==> config.mk <==
export PLATFORM = sky130hd
export DESIGN_NAME = melody_sequencer_flat
export DESIGN_NICKNAME = d
export VERILOG_FILES = /design/src/rtl/melody_sequencer_if.sv /design/src/rtl/melody_sequencer.sv /design/src/flat_wrapper.sv
export SDC_FILE = /design/constraint.sdc
export NUM_CORES = 1
export LEC_CHECK = 0
export BUFFER_PORTS_ARGS = -buffer_cell sky130_fd_sc_hd__buf_2
export CAP_MARGIN = 20
export CELL_PAD_IN_SITES_DETAIL_PLACEMENT = 1
export CELL_PAD_IN_SITES_GLOBAL_PLACEMENT = 1
export CORE_ASPECT_RATIO = 0.8
export CORE_MARGIN = 3
export CORE_UTILIZATION = 45
export CTS_BUF_LIST = sky130_fd_sc_hd__clkbuf_4
export DETAILED_ROUTE_END_ITERATION = 16
export PLACE_DENSITY_LB_ADDON = 0.12
export SLEW_MARGIN = 30
export SYNTH_ARGS = -nofsm -noshare
export SYNTH_HDL_FRONTEND = slang
export SYNTH_SLANG_ARGS = --single-unit
==> constraint.sdc <==
create_clock -name clk -period 2.6 [get_ports clk]
set_input_delay 0.39 -clock clk [delete_from_list [all_inputs] [get_ports clk]]
set_output_delay 0.39 -clock clk [all_outputs]
set_load 0.005 [all_outputs]
==> src/rtl/melody_sequencer_if.sv <==
// Control/status bundle between the register glue (master) and melody_sequencer (slave).
// The loop input exists only when MELODY_LOOP_EN is defined.
interface melody_sequencer_if #(
    parameter int DEPTH = 16
) ();
    localparam int AW = $clog2(DEPTH);

    logic          wr_en;
    logic [AW-1:0] wr_addr;
    logic [31:0]   wr_data;
    logic          start;
    logic          stop;
`ifdef MELODY_LOOP_EN
    logic          loop;
`endif
    logic          busy;
    logic          done;
    logic [AW-1:0] cur_idx;
    logic          pwm_en;
    logic [19:0]   pwm_parameter;

    modport master (
`ifdef MELODY_LOOP_EN
        output loop,
`endif
        output wr_en, wr_addr, wr_data, start, stop,
        input  busy, done, cur_idx, pwm_en, pwm_parameter
    );

    modport slave (
`ifdef MELODY_LOOP_EN
        input  loop,
`endif
        input  wr_en, wr_addr, wr_data, start, stop,
        output busy, done, cur_idx, pwm_en, pwm_parameter
    );
endinterface

==> src/rtl/melody_sequencer.sv <==
// Table-driven note sequencer driving the tone PWM: each entry plays for duration x TICK_DIV
// cycles followed by a GAP_CYC silent gap. Repeat mode is compiled in with MELODY_LOOP_EN.
module melody_sequencer #(
    parameter int DEPTH    = 16,
    parameter int TICK_DIV = 50000,
    parameter int GAP_CYC  = 2500
) (
    input  logic               clk,
    input  logic               rst_n,
    melody_sequencer_if.slave  bus
);
    localparam int AW = $clog2(DEPTH);
    localparam int TW = (TICK_DIV > 1) ? $clog2(TICK_DIV) : 1;
    localparam int GW = (GAP_CYC > 1) ? $clog2(GAP_CYC) : 1;
    localparam logic [TW-1:0] TICK_LOAD = TW'(TICK_DIV - 1);
    localparam logic [GW-1:0] GAP_LOAD  = GW'((GAP_CYC > 0) ? GAP_CYC - 1 : 0);
    localparam logic [AW-1:0] LAST_IDX  = AW'(DEPTH - 1);

    typedef enum logic [1:0] {IDLE, LOAD, PLAY, GAP} state_t;

    typedef struct packed {
        logic        last;
        logic [7:0]  dur;
        logic [19:0] period;
    } entry_t;

    state_t        state_q, state_d, after_note;
    entry_t        note_tab [DEPTH];
    entry_t        rd_entry;
    logic [AW-1:0] idx_q;
    logic [19:0]   period_q, play_period;
    logic          last_q, loop_q;
    logic [TW-1:0] tick_cnt;
    logic [7:0]    dur_cnt;
    logic [GW-1:0] gap_cnt;
    logic          play_end, gap_end, at_end;
    logic          busy_q, done_q, pwm_en_q;
    logic [19:0]   pwm_par_q;
    logic          busy_d, done_d, pwm_en_d;
    logic [19:0]   pwm_par_d;
    logic          unused_bits;

    assign unused_bits = ^bus.wr_data[31:29];

    // NOTE: the note table is reset entry by entry, so it is built from flops, not a RAM macro.
    always_ff @(posedge clk or negedge rst_n) begin
        if (!rst_n) begin
            for (int i = 0; i < DEPTH; i++) note_tab[i] <= '0;
        end else if (bus.wr_en) begin
            note_tab[bus.wr_addr] <= entry_t'(bus.wr_data[28:0]);
        end
    end

    assign rd_entry   = note_tab[idx_q];
    assign play_end   = (tick_cnt == '0) && (dur_cnt == 8'd1);
    assign gap_end    = (gap_cnt == '0);
    assign at_end     = last_q || (idx_q == LAST_IDX);
    assign after_note = (at_end && !loop_q) ? IDLE : LOAD;

    // NOTE: sequential state is written with non-blocking assignments only.
    always_ff @(posedge clk or negedge rst_n) begin
        if (!rst_n) state_q <= IDLE;
        else        state_q <= state_d;
    end

    // NOTE: every combinational output gets a default first, so no latch is inferred.
    always_comb begin
        state_d = state_q;
        case (state_q)
            IDLE:    if (bus.start) state_d = LOAD;
            LOAD:    state_d = (rd_entry.dur == '0) ? IDLE : PLAY;
            PLAY:    if (play_end) state_d = (GAP_CYC == 0) ? after_note : GAP;
            GAP:     if (gap_end) state_d = after_note;
            default: state_d = IDLE;
        endcase
        if (bus.stop) state_d = IDLE;
    end

    // Outputs are computed from the next state and registered on the same edge.
    always_comb begin
        play_period = (state_q == LOAD) ? rd_entry.period : period_q;
        busy_d      = (state_d != IDLE);
        done_d      = (state_d == IDLE) && (state_q != IDLE) && !bus.stop;
        pwm_en_d    = (state_d == PLAY) && (play_period != '0);
        pwm_par_d   = pwm_par_q;
        if (state_d == IDLE)      pwm_par_d = '0;
        else if (state_d == PLAY) pwm_par_d = play_period;
    end

    always_ff @(posedge clk or negedge rst_n) begin
        if (!rst_n) begin
            busy_q    <= 1'b0;
            done_q    <= 1'b0;
            pwm_en_q  <= 1'b0;
            pwm_par_q <= '0;
        end else begin
            busy_q    <= busy_d;
            done_q    <= done_d;
            pwm_en_q  <= pwm_en_d;
            pwm_par_q <= pwm_par_d;
        end
    end

    always_ff @(posedge clk or negedge rst_n) begin
        if (!rst_n) begin
            idx_q    <= '0;
            period_q <= '0;
            last_q   <= 1'b0;
            tick_cnt <= '0;
            dur_cnt  <= '0;
            gap_cnt  <= '0;
        end else begin
            // Entering LOAD from IDLE or at end of table (loop wrap) restarts at entry 0.
            if (state_d == LOAD)
                idx_q <= (state_q == IDLE || at_end) ? '0 : idx_q + 1'b1;
            case (state_q)
                LOAD: begin
                    period_q <= rd_entry.period;
                    last_q   <= rd_entry.last;
                    dur_cnt  <= rd_entry.dur;
                    tick_cnt <= TICK_LOAD;
                end
                PLAY: begin
                    if (tick_cnt == '0) begin
                        dur_cnt  <= dur_cnt - 1'b1;
                        tick_cnt <= TICK_LOAD;
                        gap_cnt  <= GAP_LOAD;
                    end else begin
                        tick_cnt <= tick_cnt - 1'b1;
                    end
                end
                GAP:     gap_cnt <= gap_cnt - 1'b1;
                default: ;
            endcase
        end
    end

`ifdef MELODY_LOOP_EN
    always_ff @(posedge clk or negedge rst_n) begin
        if (!rst_n)                         loop_q <= 1'b0;
        else if (state_q == IDLE && bus.start) loop_q <= bus.loop;
    end
`else
    assign loop_q = 1'b0;
`endif

    assign bus.busy          = busy_q;
    assign bus.done          = done_q;
    assign bus.pwm_en        = pwm_en_q;
    assign bus.pwm_parameter = pwm_par_q;
    assign bus.cur_idx       = idx_q;
endmodule

==> src/flat_wrapper.sv <==
// flat-port wrapper written by rule: the top's interface ports become plain ports
module melody_sequencer_flat 
#(
    parameter int DEPTH    = 16,
    parameter int TICK_DIV = 50000,
    parameter int GAP_CYC  = 2500
)
  (clk, rst_n, bus_wr_en, bus_wr_addr, bus_wr_data, bus_start, bus_stop, bus_busy, bus_done, bus_cur_idx, bus_pwm_en, bus_pwm_parameter);
  melody_sequencer_if #(.DEPTH(DEPTH)) bus_i ();
  input  logic clk;
  input  logic rst_n;
  input wire logic [$bits(bus_i.wr_en)-1:0] bus_wr_en;
  input wire logic [$bits(bus_i.wr_addr)-1:0] bus_wr_addr;
  input wire logic [$bits(bus_i.wr_data)-1:0] bus_wr_data;
  input wire logic [$bits(bus_i.start)-1:0] bus_start;
  input wire logic [$bits(bus_i.stop)-1:0] bus_stop;
  output wire logic [$bits(bus_i.busy)-1:0] bus_busy;
  output wire logic [$bits(bus_i.done)-1:0] bus_done;
  output wire logic [$bits(bus_i.cur_idx)-1:0] bus_cur_idx;
  output wire logic [$bits(bus_i.pwm_en)-1:0] bus_pwm_en;
  output wire logic [$bits(bus_i.pwm_parameter)-1:0] bus_pwm_parameter;
  assign bus_i.wr_en = bus_wr_en;
  assign bus_i.wr_addr = bus_wr_addr;
  assign bus_i.wr_data = bus_wr_data;
  assign bus_i.start = bus_start;
  assign bus_i.stop = bus_stop;
  assign bus_busy = bus_i.busy;
  assign bus_done = bus_i.done;
  assign bus_cur_idx = bus_i.cur_idx;
  assign bus_pwm_en = bus_i.pwm_en;
  assign bus_pwm_parameter = bus_i.pwm_parameter;
  melody_sequencer #(.DEPTH(DEPTH), .TICK_DIV(TICK_DIV), .GAP_CYC(GAP_CYC)) u_core (.clk(clk), .rst_n(rst_n), .bus(bus_i));
endmodule
Yosys cells after proc, flatten, opt, wreduce, memory -nomap -nowiden
Index checks and enable logic that the tools add are counted.
- order comparisons: 3
- bitwise logic cells: 2
- add/subtract/negate cells: 4
- reductions and logical operators: 21
- eq/ne operators: 8
- mux-type cells: 23
- operators with widths (kind ; count):
    464-bit bitwise mux ; 1
    29-bit binary-select mux with 4-bit select ; 1
    29-bit demux with 4-bit select ; 1
    29-bit two-way mux ; 3
    20-bit two-way mux ; 3
    16-bit one-hot mux with 2 select lines ; 1
    12-bit one-hot mux with 2 select lines ; 1
    20-bit nonzero test ; 1
    16-bit logical NOT ; 1
    16-bit two-way mux ; 1
    8-bit one-hot mux with 2 select lines ; 1
    16-bit by 1-bit subtractor with 16-bit output, second input constant ; 1
    12-bit logical NOT ; 1
    12-bit two-way mux ; 1
    12-bit by 1-bit subtractor with 12-bit output, second input constant ; 1
    5-bit greater-or-equal comparator, second input constant ; 2
    2-bit two-way mux ; 5
    4-bit NOT with 5-bit output ; 2
    2-bit nonzero test ; 5
    8-bit by 1-bit equality test with 1-bit output, second input constant ; 1
    8-bit logical NOT ; 1
    8-bit two-way mux ; 1
    2-bit one-hot mux with 4 select lines ; 1
    8-bit by 1-bit subtractor with 8-bit output, second input constant ; 1
    13 further kinds ; 23
- output and inout bits: 27
- input bits: 41
- bits in registers: 550

Logic depth before layout (Yosys ltp)
Gate-level depths: netlist of run 1.
- depth after elaboration: 11
- gate-level depth with buffers: 12

Worst setup path before layout of run 1
No wires, ideal clock.
- path kind: reg2reg
- start: reg u_core.idx_q[0], in the netlist u_core.bus.cur_idx[0]
- end: reg u_core.idx_q[0], in the netlist u_core.bus.cur_idx[0]
- buffers on the path: 1
- stages on the path, launching flop included: 9
- clock period less this slack: 2836 ps
- data arrival time: 2711 ps
- setup slack: -236 ps
- data required time: 2475 ps
- cells stage by stage: dfrtp_1 buf_6 mux4_1 a22oi_1 nand2_1 or4b_4 nor4_4 o21ai_1 mux2_4
- cells in the longest elaborated chain, start to end: 9
- RTL lines (element ; line ; RTL):
    from (decl) ; melody_sequencer.sv:30 ; logic [AW-1:0] idx_q;
    from (signal assigned) ; melody_sequencer.sv:115 ; idx_q <= (state_q == IDLE || at_end) ? '0 : idx_q + 1'b1;
    4-bit NOT with 5-bit output (implied by the code) ; melody_sequencer.sv:54 ; assign rd_entry = note_tab[idx_q];
    29-bit binary-select mux with 4-bit select ; melody_sequencer.sv:54 ;
    29-bit two-way mux (implied by the code) (2 in a row) ; melody_sequencer.sv:54 ;
    8-bit logical NOT ; melody_sequencer.sv:71 ; LOAD: state_d = (rd_entry.dur == '0) ? IDLE : PLAY;
    2-bit two-way mux ; melody_sequencer.sv:71 ;
    2-bit one-hot mux with 4 select lines ; melody_sequencer.sv:69 ; case (state_q)
    2-bit two-way mux ; melody_sequencer.sv:76 ; if (bus.stop) state_d = IDLE;
    2-bit by 1-bit equality test with 1-bit output ; melody_sequencer.sv:114 ; if (state_d == LOAD)
Parallel ways exist; a longest one is shown, timed or not. The select of a mux whose other input is x is not followed.
A chain may end at the register's enable or synchronous reset.

Worst setup path after layout of run 1
- start: reg u_core.idx_q[0], in the netlist u_core.bus.cur_idx[0]
- end: reg u_core.done_q, in the netlist u_core.bus.done
- cells in the longest elaborated chain, start to end: 11
- RTL lines (element ; line ; RTL):
    4-bit NOT with 5-bit output (implied by the code) ; melody_sequencer.sv:54 ;
    29-bit binary-select mux with 4-bit select ; melody_sequencer.sv:54 ;
    29-bit two-way mux (implied by the code) (2 in a row) ; melody_sequencer.sv:54 ;
    8-bit logical NOT ; melody_sequencer.sv:71 ;
    2-bit two-way mux ; melody_sequencer.sv:71 ;
    2-bit one-hot mux with 4 select lines * ; melody_sequencer.sv:69 ;
    2-bit two-way mux * ; melody_sequencer.sv:76 ;
    2-bit logical NOT * ; melody_sequencer.sv:83 ; done_d = (state_d == IDLE) && (state_q != IDLE) && !bus.stop;
    1-bit logical AND * (2 in a row) ; melody_sequencer.sv:83 ;
    net u_core.done_d ; melody_sequencer.sv:39 ; logic busy_d, done_d, pwm_en_d;
    to (signal assigned) ; melody_sequencer.sv:98 ; done_q <= done_d;
    to (decl) ; melody_sequencer.sv:37 ; logic busy_q, done_q, pwm_en_q;
Mark *: on every way through the listed nets, which the timed path passes. The rest lies on a longest branch. The select of a mux whose other input is x is not followed.

==> impl_metrics.toml, run 1 <==
[global_routing]
grt_pass1_wl_mm = 112
track_usage_pct = 25.3
grt_pass1_vias = 18600
grt-ovfl-total = 0
antenna_found_initial = 2
grt_max_degree = 75

[sta]
setup_viol = 28
finalCriticalPeriod_ns = 2.90
fin_skew_ns = 0.0424
finalHoldViolCount = 0
finalSetupTns_ns = -7.07
rsz0062_at_grt = "yes"
max_freq_mhz = 345
fin_crit_sh_pct = 112
worst_pin_slew_ns = 0.514
fin_ws_ns = -0.300
slew_violations = 0
maxSlewHeadroom_pct = 65.6

[power]
p_switching_w = 0.00908
p_int_w = 0.0192
power_frac_clock_pct = 25.7
power_frac_comb_pct = 32.1
power_leakage_nw = 13.1
power.density_nw_per_um2 = 939
swShare_pct = 32.1
p_seq_share_pct = 42.2
vdd_drop_max_uv = 365

[worst_hold_path]
holdCritStartpoint = "bus_start"
min_to = "u_core.bus.cur_idx[3]"
whs_path_depth = 7
hp-class = "input pin to flip-flop"

[setup_path]
r2r_start = "u_core.bus.cur_idx[0]"
critPathBufInv = 3
critPathMaxStageDelay_ns = 0.55
crit_start = "u_core.bus.cur_idx[0]"
worstPathMaxFanout = 8
worstReg2RegEnd = "u_core.bus.done"
critical_path.slowest_cell = "or4b_4"
cp.arrival_ns = 3.75
endpoint_kind = "flip-flop"
r2r.worst_path.cells = 10
cpLargestDelayFamily = "simple AND/OR/NAND/NOR gates"
rrSetupSlack_ns = -0.30
crit_required_ns = 3.45
start_kind = "flip-flop"
path_cells = "buf_12 -> mux4_2 -> a22oi_2 -> nand2_1 -> or4b_4 -> nor4_4 -> buf_4 -> or2_4 -> buf_12 -> nor4b_4"
cp_common_cell = "buf_12"
critical_path_class = "flip-flop to flip-flop"

[detailed_routing]
routed_wl_mm = 72.4
drt_pre_antenna_iters = 5
via_per_inst = 5.70
drc = 0
drtIter0Drc = 1001
ant_nets = 0
num_vias = 16600
wl_per_cell_um = 24.8

[final_layout]
drive_gt1_share_pct = 50.4
nNetsFinal = 2139
final_common_cell = "dfrtp_1"
fin_util_pct = 55.2
final_cell_mix = "dfrtp_1, mux2_2, clkbuf_4"
area_delta_synth_final_pct = 19.5

[cts]
clk_pin_slew_ns = 0.06
root_buffer = "clkbuf_4"
htree_levels = 4
clk_path_buf_depth = 3
cts_tree = "done"
clk_latency_ns = 0.97
numCtsBuffers = 144
cts.sinks = 550

[flow_run]
cap_violations = 0

[yosys]
synth_cells = 1789
seq_area_frac_synth_pct = 54.6
avgSynthCellArea_um2 = 14.1
synth_edf_count = 0
syn_area_um2 = 25200
yosysUniqueCellTypes = 59
yosys_most_used_dff = "dfrtp_1"
ys_top_cells_by_area = "dfrtp_1, mux2_2, mux4_2"
async_flop_share_pct = 100
synth_top_area_share_pct = 54.6
syn-num-nets = 1840
ys_ff_latch = 550
yosys_warnings = 0
yosysTopAreaCell = "dfrtp_1"

[floorplanning]
rows = 76
die_h_um = 218
initial_utilization_pct = 46.2
die_area_um2 = 58900
dieWidth_um = 271
core_um2 = 54600
ioPinCount = 68

[place]
numPortBuffers = 64
finalWeightedCongestion = 0.777
hpwl_mm = 43.9

[status]
violations = "setup timing"
status = "finished with violations"
==> registers in the layout, summed over array words and instances (netlist names), 2 cells and up <==
signal,flops
u_core.note_tab,464
u_core.state_q,2
u_core.bus.cur_idx,4
u_core.dur_cnt,8
u_core.tick_cnt,16
u_core.bus.pwm_parameter,20
u_core.gap_cnt,12
u_core.period_q,20
==> power by group through the flow <==
stage                     logic, W  clock network (W)  registers, W
after CTS                  0.00904            0.00754        0.0119
after global placement     0.00847                  0        0.0119
final                      0.00907            0.00728        0.0119
after detailed placement   0.00875                  0        0.0120
after floorplan            0.00572                  0        0.0116
after global routing       0.00984            0.00806        0.0122
==> worst reg2reg max path: stages (launching register included) <==
cell and delay, ns:
dfrtp_4 0.48, buf_12 0.15, mux4_2 0.52, a22oi_2 0.24, nand2_1 0.09, or4b_4 0.55, nor4_4 0.14, buf_4 0.18
or2_4 0.15, buf_12 0.12, nor4b_4 0.17
==> timing repair <==
action | CTS | global route
cloned | 1 | 0
hold endpoints to repair | 1015 | 0
gates resized for setup | 13 | 18
hold buffers | 36 | 0
setup buffers | 10 | 6
pin swaps | 2 | 8
setup endpoints to repair | 28 | 57
==> how the worst max path moves through the flow <==
stage                                       end  slack, ns  cells after the start
floorplan                       u_core.bus.busy      -0.05                     10
global placement    u_core.bus.pwm_parameter[0]      -0.40                      9
detailed placement  u_core.bus.pwm_parameter[0]      -0.45                      9
CTS                             u_core.bus.done      -0.37                     11
global route                    u_core.bus.done      -0.43                     10
finish                          u_core.bus.done      -0.30                     10
==> per-stage QoR <==
step	power, W	setup WS (ns)	instance area [um^2]	hold slack, ns	instances
6_report	0.0283	-0.300	30100	0.154	2919
5_1_grt	0.0301	-0.431	30100	0.122	2919
4_1_cts	0.0285	-0.367	30000	0.0323	2911
3_5_place_dp	0.0208	-0.449	27800	0.414	2631
3_3_place_gp	0.0204	-0.400	27800	0.415	2631
2_1_floorplan	0.0173	-0.0497	25200	0.0944	1789
==> cells in the mapped netlist, drive strengths merged, types with 15 or more instances <==
master and n:
o221ai 30, mux2 470, inv 18, xnor2 17
clkbuf 96, nor2 53, mux4 80, nand2 89
nor4 15, o22ai 17, a21oi 29, mux2i 83
o21ai 32, buf 46, dfrtp 550
==> logic make-up after synthesis <==
kind of cell	share of synthesized area, %
AO/OA/AOI/OAI	5.19
multiplexers	31.5
XOR/XNOR	0.903
flip-flops	54.6
adder cells (fa/ha/maj)	0.496
AND/OR/NAND/NOR	4.43
buffers and inverters	2.86
==> metal layers <==
layer,wire (um),global-route usage [%],up-vias
met1,34100,35.6,8885
li1,-,-,7270
met5,0,0,-
met3,3020,5.02,127
met4,1670,9.38,0
met2,33600,39.2,361
==> cell type report <==
cell class	count	area, um^2
Fill cell	5451	24500
Inverter	19	71.3
Tap cell	741	927
Sequential cell	550	13800
Antenna cell	3	7.51
Clock inverter	28	144
Clock buffer	205	1540
Timing Repair Buffer	295	2730
Multi-Input combinational cell	1078	10900
(Power assumes the default switching activity.)
==> run 2, diff against run 1 <==
- PLACE_DENSITY_LB_ADDON: 0.12 -> 0.1
==> run 2 against run 1 <==
  * The flow still finishes with violations (setup timing)
  * Die area unchanged
  * Clock-buffer cell count increased by 18
  * Hold slack improved by 0.026 ns
  * Total power increased by 2.7%
  * Largest power group unchanged
  * Register-to-register slack got worse by 0.11 ns
  * Core utilization increased by 0.22 points
  * Flip-flop and latch count unchanged
  * Non-clock buffer count increased by 1
  * Maximum frequency decreased by 3.7%
  * Critical endpoint is now u_core.bus.pwm_parameter[1]
==> impl_metrics.toml, run 2 (same netlist as run 1, synthesis figures left out) <==
[detailed_routing]
wl_per_cell_um = 24.9
drc = 0
wl_met1_mm = 34.9
routed_wl_mm = 73.4
drt_pre_antenna_iters = 5
num_vias = 16600
via_per_inst = 5.65
wl_met2_mm = 34.5
met3_wirelength_mm = 2.79
ant_nets = 0
highest_layer = "met4"
drtIter0Drc = 928

[power]
vdd_drop_max_uv = 426
power.density_nw_per_um2 = 961
power_leakage_nw = 13.2
power.total_w = 0.0290

[final_layout]
largest_reg_flops = 464
nFillCells = 5450
fin_util_pct = 55.4
area_delta_synth_final_pct = 20.0
largest_register = "u_core.note_tab"
layout.cells.non_filler = 2943
multi_input_area_um2 = 11000
final_common_cell = "dfrtp_1"
nNetsFinal = 2144
regArea_um2 = 13800
final_cell_mix = "dfrtp_1, mux2_2, clkbuf_4"
drive_gt1_share_pct = 50.9

[cts]
root_buffer = "clkbuf_4"
cts.sinks = 550
clk_pin_slew_ns = 0.06
htree_levels = 4
clk_latency_ns = 0.98
cts_tree = "done"
numCtsBuffers = 148
clk_path_buf_depth = 3

[sta]
fin_crit_sh_pct = 116
setup_viol = 28
finalHoldViolCount = 0
finalSetupTns_ns = -10.48
fin_skew_ns = 0.0534
slew_violations = 0
max_freq_mhz = 332
rsz0062_at_grt = "yes"
maxSlewHeadroom_pct = 48.9
fin_ws_ns = -0.410
worst_pin_slew_ns = 0.767
finalCriticalPeriod_ns = 3.01

[setup_path]
worstReg2RegEnd = "u_core.bus.pwm_parameter[1]"
critical_path_class = "flip-flop to flip-flop"
worstPathMaxFanout = 6
r2r_start = "u_core.bus.cur_idx[0]"
endpoint_kind = "flip-flop"
crit_required_ns = 3.45
cp.arrival_ns = 3.86
r2r.worst_path.cells = 11
rrSetupSlack_ns = -0.41
start_kind = "flip-flop"

[place]
finalWeightedCongestion = 0.756
place_inst = 2634
post-place-ws_ns = -0.511
numPortBuffers = 64
hpwl_mm = 43.3

[floorplanning]
ioPinCount = 68
rows = 76
core_um2 = 54600
die_h_um = 218
dieWidth_um = 271
die_area_um2 = 58900
initial_utilization_pct = 46.2

[worst_hold_path]
hp-class = "input pin to asynchronous set/reset pin"

[global_routing]
antenna_found_initial = 2
grt_pass1_vias = 18700
grt_pass1_wl_mm = 113
track_usage_pct = 25.5
grt_max_degree = 76
grt-ovfl-total = 0

[status]
violations = "setup timing"
status = "finished with violations"

[flow_run]
cap_violations = 0
==> run 2: worst max path at each step <==
stage	startpoint	to	slack, ns	cells after the start
finish	u_core.bus.cur_idx[0]	u_core.bus.pwm_parameter[1]	-0.41	11
global route	u_core.bus.cur_idx[0]	u_core.bus.done	-0.52	10
CTS	u_core.bus.cur_idx[0]	u_core.bus.pwm_parameter[19]	-0.39	11
detailed placement	u_core.bus.cur_idx[0]	u_core.bus.pwm_parameter[1]	-0.51	10
global placement	u_core.bus.cur_idx[0]	u_core.bus.pwm_parameter[6]	-0.46	10
floorplan	u_core.bus.cur_idx[0]	u_core.bus.busy	-0.05	10
==> run 2: repair_timing <==
| action | in CTS | in global routing |
|---|---|---|
| setup endpoints to repair | 31 | 32 |
| pin swaps | 1 | 9 |
| cloned | 3 | 1 |
| resized for setup | 23 | 12 |
| buffers inserted | 7 | 8 |
| endpoints found under the hold margin | 1015 | 0 |
| hold buffers | 32 | 0 |
==> run 2: final cells by class <==
class,count,area share (%)
clock inverters,29,0.654
well taps,741,3.07
inverters,19,0.236
flip-flops and latches,550,45.5
diodes,7,0.0579
multi-input cells,1078,36.2
repair buffers,296,8.68
clock buffers,223,5.54
==> run 2: worst max-delay path, cell delays in order, from the launching register on <==
cell and delay [ns]:
dfrtp_4 0.53, buf_12 0.16, buf_6 0.11, mux4_2 0.42, a22oi_2 0.17, nand2_1 0.09, or4b_4 0.56, nor4_4 0.27
or2_4 0.22, buf_6 0.14, clkbuf_16 0.15, o21ai_2 0.06
==> run 2: where the power goes <==
group,switching [W],internal (W),total [W]
clock,0.00364,0.00418,0.00782
combinational,0.00434,0.00496,0.00930
sequential,0.00122,0.0107,0.0119
total,0.00921,0.0198,0.0290
==> run 2: metrics by stage <==
stage,instance area (um^2),hold slack [ns]
6_report,30200,0.180
5_1_grt,30200,0.117
4_1_cts,30100,0.105
3_5_place_dp,27600,0.432
3_3_place_gp,27600,0.423
2_1_floorplan,25200,0.0944
==> run 2: per-layer routing <==
metal	GRT usage, %	vias up
li1	-	7290
met1	35.8	8932
met2	40.5	311
met3	4.56	106
met4	8.25	0
met5	0	-
